===== config.mk =====
export PLATFORM = sky130hd
export DESIGN_NAME = motor_pwm_driver_flat
export DESIGN_NICKNAME = d
export VERILOG_FILES = /design/src/rtl/motor_pwm_driver_if.sv /design/src/rtl/motor_pwm_driver.sv /design/src/flat_wrapper.sv
export SDC_FILE = /design/constraint.sdc
export NUM_CORES = 1
export LEC_CHECK = 0
export CAP_MARGIN = 10
export CORE_UTILIZATION = 40
export DETAILED_ROUTE_END_ITERATION = 7
export PLACE_DENSITY = 0.63
export SLEW_MARGIN = 5
export SYNTH_ARGS = -nofsm -noshare
export SYNTH_HDL_FRONTEND = slang
export SYNTH_SLANG_ARGS = --single-unit

===== constraint.sdc =====
create_clock -name clk -period 3.96 [get_ports clk]
set_input_delay 0.594 -clock clk [delete_from_list [all_inputs] [get_ports clk]]
set_output_delay 0.594 -clock clk [all_outputs]
set_load 0.005 [all_outputs]

===== src/rtl/motor_pwm_driver_if.sv =====
// Command and H-bridge pin bundle between the motion controller and the PWM driver.
// The master drives the motion command; the slave drives the bridge pins.
interface motor_pwm_driver_if;
   logic [3:0]  Direction;
   logic [11:0] DutyA;
   logic [11:0] DutyB;
   logic [3:0]  hbridge_in;
   logic        pwm_a;
   logic        pwm_b;
   logic        dead_active;
   logic        shoot_fault;

   modport master (
      output Direction, DutyA, DutyB,
      input  hbridge_in, pwm_a, pwm_b, dead_active, shoot_fault
   );

   modport slave (
      input  Direction, DutyA, DutyB,
      output hbridge_in, pwm_a, pwm_b, dead_active, shoot_fault
   );
endinterface


===== src/rtl/motor_pwm_driver.sv =====
// Two-channel H-bridge driver: edge-aligned PWM, soft-start duty ramp,
// dead time on direction reversal, and shoot-through pair blocking.
module motor_pwm_driver #(
   parameter int PWM_PERIOD  = 4096,
   parameter int RAMP_STEP   = 512,
   parameter int DEAD_CYCLES = 1000
) (
   input logic               clk,
   input logic               rst_n,
   motor_pwm_driver_if.slave bus
);
   localparam int CW = $clog2(PWM_PERIOD);
   localparam int DW = (DEAD_CYCLES > 1) ? $clog2(DEAD_CYCLES) : 1;
   localparam logic [CW-1:0] CNT_LAST  = CW'(PWM_PERIOD - 1);
   localparam logic [DW-1:0] DEAD_LOAD = DW'(DEAD_CYCLES - 1);
   localparam logic [12:0]   STEP      = 13'(RAMP_STEP);

   typedef enum logic {
      ST_RUN  = 1'b0,
      ST_DEAD = 1'b1
   } state_t;

   function automatic logic [1:0] sanitize_pair(input logic [1:0] pair);
      sanitize_pair = (pair == 2'b11) ? 2'b00 : pair;
   endfunction

   // Increases are rate limited; decreases (and equal targets) land at once.
   function automatic logic [12:0] ramp_next(input logic [12:0] cur, input logic [12:0] tgt);
      logic [12:0] diff;
      diff = tgt - cur;
      if ((tgt > cur) && (diff > STEP)) begin
         ramp_next = cur + STEP;
      end else begin
         ramp_next = tgt;
      end
   endfunction

   state_t        state_q, state_d;
   logic [CW-1:0] cnt_q, cnt_d;
   logic [3:0]    dir_act_q, dir_act_d;
   logic [3:0]    pend_q, pend_d;
   logic [DW-1:0] dead_cnt_q, dead_cnt_d;
   logic [12:0]   duty_cur_a_q, duty_cur_a_d;
   logic [12:0]   duty_cur_b_q, duty_cur_b_d;
   logic          pwm_a_q, pwm_a_d;
   logic          pwm_b_q, pwm_b_d;
   logic          dead_active_q, dead_active_d;
   logic          shoot_fault_q, shoot_fault_d;

   logic [3:0]    req_s;
   logic          wrap_s;
   logic [12:0]   cnt_ext_s;

   // Next-state logic: sanitize, period counter, ramp, direction FSM, PWM compare.
   always_comb begin
      req_s         = {sanitize_pair(bus.Direction[3:2]), sanitize_pair(bus.Direction[1:0])};
      shoot_fault_d = (bus.Direction[3:2] == 2'b11) || (bus.Direction[1:0] == 2'b11);
      wrap_s        = (cnt_q == CNT_LAST);
      cnt_ext_s     = 13'(cnt_q);
      cnt_d         = wrap_s ? {CW{1'b0}} : cnt_q + CW'(1);

      state_d      = state_q;
      dir_act_d    = dir_act_q;
      pend_d       = pend_q;
      dead_cnt_d   = dead_cnt_q;
      duty_cur_a_d = duty_cur_a_q;
      duty_cur_b_d = duty_cur_b_q;

      if ((state_q != ST_RUN) || (dir_act_q == 4'b0000)) begin
         duty_cur_a_d = 13'd0;
         duty_cur_b_d = 13'd0;
      end else if (wrap_s) begin
         duty_cur_a_d = ramp_next(duty_cur_a_q, {1'b0, bus.DutyA});
         duty_cur_b_d = ramp_next(duty_cur_b_q, {1'b0, bus.DutyB});
      end else begin
         duty_cur_a_d = duty_cur_a_q;
         duty_cur_b_d = duty_cur_b_q;
      end

      // Direction changes override the ramp result, so a reversal on the wrap clock clears duty.
      case (state_q)
         ST_RUN: begin
            if (req_s == dir_act_q) begin
               dir_act_d = dir_act_q;
            end else if ((req_s == 4'b0000) || (dir_act_q == 4'b0000)) begin
               dir_act_d    = req_s;
               duty_cur_a_d = 13'd0;
               duty_cur_b_d = 13'd0;
            end else begin
               state_d      = ST_DEAD;
               pend_d       = req_s;
               dead_cnt_d   = DEAD_LOAD;
               dir_act_d    = 4'b0000;
               duty_cur_a_d = 13'd0;
               duty_cur_b_d = 13'd0;
            end
         end
         ST_DEAD: begin
            if (req_s == 4'b0000) begin
               state_d   = ST_RUN;
               dir_act_d = 4'b0000;
            end else if (req_s != pend_q) begin
               pend_d     = req_s;
               dead_cnt_d = DEAD_LOAD;
            end else if (dead_cnt_q == {DW{1'b0}}) begin
               state_d   = ST_RUN;
               dir_act_d = pend_q;
            end else begin
               dead_cnt_d = dead_cnt_q - DW'(1);
            end
         end
         default: begin
            state_d   = ST_RUN;
            dir_act_d = 4'b0000;
         end
      endcase

      // Gate on the next direction so PWM drops together with the bridge pins.
      pwm_a_d       = (state_d == ST_RUN) && (dir_act_d[3:2] != 2'b00) && (cnt_ext_s < duty_cur_a_q);
      pwm_b_d       = (state_d == ST_RUN) && (dir_act_d[1:0] != 2'b00) && (cnt_ext_s < duty_cur_b_q);
      dead_active_d = (state_d == ST_DEAD);
   end

   // State and output registers.
   always_ff @(posedge clk or negedge rst_n) begin
      if (!rst_n) begin
         state_q       <= ST_RUN;
         cnt_q         <= {CW{1'b0}};
         dir_act_q     <= 4'b0000;
         pend_q        <= 4'b0000;
         dead_cnt_q    <= {DW{1'b0}};
         duty_cur_a_q  <= 13'd0;
         duty_cur_b_q  <= 13'd0;
         pwm_a_q       <= 1'b0;
         pwm_b_q       <= 1'b0;
         dead_active_q <= 1'b0;
         shoot_fault_q <= 1'b0;
      end else begin
         state_q       <= state_d;
         cnt_q         <= cnt_d;
         dir_act_q     <= dir_act_d;
         pend_q        <= pend_d;
         dead_cnt_q    <= dead_cnt_d;
         duty_cur_a_q  <= duty_cur_a_d;
         duty_cur_b_q  <= duty_cur_b_d;
         pwm_a_q       <= pwm_a_d;
         pwm_b_q       <= pwm_b_d;
         dead_active_q <= dead_active_d;
         shoot_fault_q <= shoot_fault_d;
      end
   end

   assign bus.hbridge_in  = dir_act_q;
   assign bus.pwm_a       = pwm_a_q;
   assign bus.pwm_b       = pwm_b_q;
   assign bus.dead_active = dead_active_q;
   assign bus.shoot_fault = shoot_fault_q;
endmodule


===== src/flat_wrapper.sv =====
// flat-port wrapper written by rule: the top's interface ports become plain ports
module motor_pwm_driver_flat 
#(
   parameter int PWM_PERIOD  = 4096,
   parameter int RAMP_STEP   = 512,
   parameter int DEAD_CYCLES = 1000
)
  (clk, rst_n, bus_Direction, bus_DutyA, bus_DutyB, bus_hbridge_in, bus_pwm_a, bus_pwm_b, bus_dead_active, bus_shoot_fault);
  motor_pwm_driver_if bus_i ();
  input logic clk;
  input logic rst_n;
  input wire logic [$bits(bus_i.Direction)-1:0] bus_Direction;
  input wire logic [$bits(bus_i.DutyA)-1:0] bus_DutyA;
  input wire logic [$bits(bus_i.DutyB)-1:0] bus_DutyB;
  output wire logic [$bits(bus_i.hbridge_in)-1:0] bus_hbridge_in;
  output wire logic [$bits(bus_i.pwm_a)-1:0] bus_pwm_a;
  output wire logic [$bits(bus_i.pwm_b)-1:0] bus_pwm_b;
  output wire logic [$bits(bus_i.dead_active)-1:0] bus_dead_active;
  output wire logic [$bits(bus_i.shoot_fault)-1:0] bus_shoot_fault;
  assign bus_i.Direction = bus_Direction;
  assign bus_i.DutyA = bus_DutyA;
  assign bus_i.DutyB = bus_DutyB;
  assign bus_hbridge_in = bus_i.hbridge_in;
  assign bus_pwm_a = bus_i.pwm_a;
  assign bus_pwm_b = bus_i.pwm_b;
  assign bus_dead_active = bus_i.dead_active;
  assign bus_shoot_fault = bus_i.shoot_fault;
  motor_pwm_driver #(.PWM_PERIOD(PWM_PERIOD), .RAMP_STEP(RAMP_STEP), .DEAD_CYCLES(DEAD_CYCLES)) u_core (.clk(clk), .rst_n(rst_n), .bus(bus_i));
endmodule

==> metrics.cfg <==
[run_status]
status=finished, violations left
violations=DRC

[cells_and_area]
diodes=0
fin_util=0.495
final_cell_mix=dfrtp_1 (60), ha_1 (56), inv_1 (51)
final_area_um2=5750
layout.cells.non_filler=744
nets=684
synthToLayoutAreaGrowth_pct=18.6
drive_gt1_frac=0.0682
final_common_cell=dfrtp_1
n_fill_cell=1104

[global_route]
grt_pass1_vias=4011
gr-total-overflow=0
grt_pass1_wl_mm=18.4
grt_util_all_layers=0.182
antenna_found_initial=0
grt_max_degree=38

[clock_tree]
root_buffer=clkbuf_16
cts_buffers=9
clk_pin_slew_ns=0.05
cts_max_level=3
clkLatencyLatePin_ns=0.33
cts_tree=built
post_cts_resized=0
clockBufferDepth=2
hold_buffers=0
post_cts_buffers=0
cts.sinks=60

[power]
p_comb_frac=0.236
seq_power_share=0.344
swShare=0.287
ir_drop_uv=178
cellLeakagePower_nw=2.38
total_power_mw=2.16
p_sw_mw=0.621
power_density_nw_per_um2=376
pwr-share-clk=0.420
intPower_mw=1.54

[timing]
setup_ws_ns=0.361
drv_slew=0
finalSetupTns_ns=0
setup_violations=0
fmax_mhz=278
slew_headroom=0.541
hold_viol_final=0
skew_ns=0.00556
period_minus_slack_ns=3.60
hold_ws_ns=0.252
tightest_slew_ns=0.685
fin_crit_sh=0.909
grt_setup_unrepaired=false

[placed_design]
dp_hpwl_mm=8.57
pre_cts_ws_ns=0.0327
gp_congestion=0.846
place_area_um2=5390
io_buffers=37
dp.cells=728

[worst_setup_path]
end_kind=flop
cp_max_fo=9
crit_type=in -> reg
required_ns=4.21
worstPathArrival_ns=3.84
critPathLaunchType=input port
max_stage_delay_ns=0.43
cp_cell_sequence=clkdlybuf4s50_1 -> inv_1 -> ha_1 -> inv_1 -> fa_1 -> a21o_1 -> a211oi_1 -> o221a_2 -> nand4b_1 -> a2111oi_2 -> o2111ai_1 -> a21o_1 -> a21oi_2 -> buf_12 -> mux2i_1
slowest_stage=fa_1

[synth]
yosys_warnings=0
postSynthCellCount=555
syn_nets=643
yosysSeqAreaShare=0.310
postSynthAreaPerCell_um2=8.73
ys_types=63
netlist_area_um2=4840
synth_edf_count=0
ys.flop_type=dfrtp_1
synth_seq_cells=60
synthArstFlopShare=1.00

[route]
routed_wl_mm=10.8
drt_iter0_markers=200
wl_met2_mm=5.00
dr.pass1.iters=7
wl_met1_mm=5.19
drc_errors=3
vias=4188
met3_wirelength_um=404
top_layer=met4
ant_nets=0
vias_per_cell=5.63
post_drt_wl_per_cell_um=14.5

[worst_hold_path]
hp-class=in -> async

[floorplanning]
die_h_um=112
die_w_um=112
start_util=0.417
rows=39
coreArea_um2=11600
dieArea_um2=12600
io_pins=38

[run]
max_cap_viol_count=0

## final timing paths
path,from,end,slack [ns],cells after the start
worst max register to register,u_core.duty_cur_b_q[0],u_core.duty_cur_b_q[0],0.72,13
worst max-delay path,bus_DutyB[0],u_core.duty_cur_b_q[0],0.36,15
max in group asynchronous,rst_n,u_core.cnt_q[1],2.83,2
worst min-delay path,rst_n,u_core.dead_cnt_q[5],0.25,1
min in group clk,u_core.dead_cnt_q[9],u_core.dead_cnt_q[9],0.49,1
worst min register to register,u_core.dead_cnt_q[9],u_core.dead_cnt_q[9],0.49,1
## power groups by stage
stage	sequential (mW)	clock [mW]	combinational (mW)
2_1_floorplan	0.729	0	0.351
3_3_place_gp	0.749	0	0.502
3_5_place_dp	0.751	0	0.512
4_1_cts	0.743	0.928	0.514
5_1_grt	0.754	0.958	0.578
6_report	0.743	0.908	0.511
## cell families (layout without fill, tap and decap cells)
| family | after synthesis | count (layout) | share of synthesized area |
|---|---|---|---|
| compound gates | 159 | 159 | 0.224 |
| xor+xnor | 29 | 29 | 0.0540 |
| fa+ha+maj | 58 | 58 | 0.153 |
| buf+inv | 65 | 111 | 0.0527 |
| flops | 60 | 60 | 0.310 |
| mux | 14 | 14 | 0.0300 |
| simple gates | 170 | 170 | 0.176 |
## final cells by class
class / count / area, µm² / area share
timing repair buffer: 44 / 430 / 0.0749
clock buffer: 12 / 256 / 0.0446
sequential: 60 / 1500 / 0.261
tap: 143 / 179 / 0.0311
multi-input combinational: 430 / 3090 / 0.538
clock inverter: 4 / 95.1 / 0.0166
inverter: 51 / 191 / 0.0333
## flip-flops by register name, indices dropped and copies added, names as in the netlist
register and flops:
u_core.duty_cur_a_q 13, u_core.state_q 1, u_core.duty_cur_b_q 13, u_core.bus.hbridge_in 4, u_core.bus.shoot_fault 1, u_core.bus.pwm_b 1
u_core.pend_q 4, u_core.cnt_q 12, u_core.bus.pwm_a 1, u_core.dead_cnt_q 10
## synth_stat cells (4+ instances only)
cell | instances | area (µm²)
o21ai_1 | 8 | 40.0
inv_1 | 51 | 191
nor2_1 | 34 | 128
o21bai_1 | 4 | 30.0
ha_1 | 56 | 701
o31ai_1 | 4 | 30.0
nand4_1 | 8 | 50.1
mux2_2 | 4 | 45.0
nand3_1 | 27 | 135
xnor2_1 | 11 | 96.3
o21ai_0 | 22 | 110
nand2b_1 | 6 | 37.5
nor3_1 | 13 | 65.1
or3_1 | 5 | 31.3
clkbuf_1 | 12 | 45.0
xor2_1 | 17 | 149
dfrtp_1 | 60 | 1500
a21o_1 | 21 | 158
o21a_1 | 5 | 37.5
nor4_1 | 6 | 37.5
or4_1 | 4 | 30.0
nand4b_1 | 5 | 43.8
a31oi_1 | 8 | 50.1
a222oi_1 | 4 | 40.0
nand2_1 | 45 | 169
a211oi_1 | 7 | 52.6
mux2i_1 | 10 | 100
a21oi_1 | 32 | 160
o211ai_1 | 17 | 128
## per-layer routing
| layer | global-route usage | vias to the layer above |
|---|---|---|
| li1 | - | 2126 |
| met1 | 0.242 | 1968 |
| met2 | 0.295 | 80 |
| met3 | 0.0335 | 14 |
| met4 | 0.0658 | 0 |
| met5 | 0 | - |
## worst max-delay path, delay by kind of cell
kind / cells / cell delay [ns]
buffers and inverters: 4 / 0.71
multiplexers: 1 / 0.19
adder cells (fa/ha/maj): 2 / 0.59
AND/OR/NAND/NOR: 1 / 0.11
AO/OA/AOI/OAI: 7 / 1.66
Power figures use the tool's default switching activity.
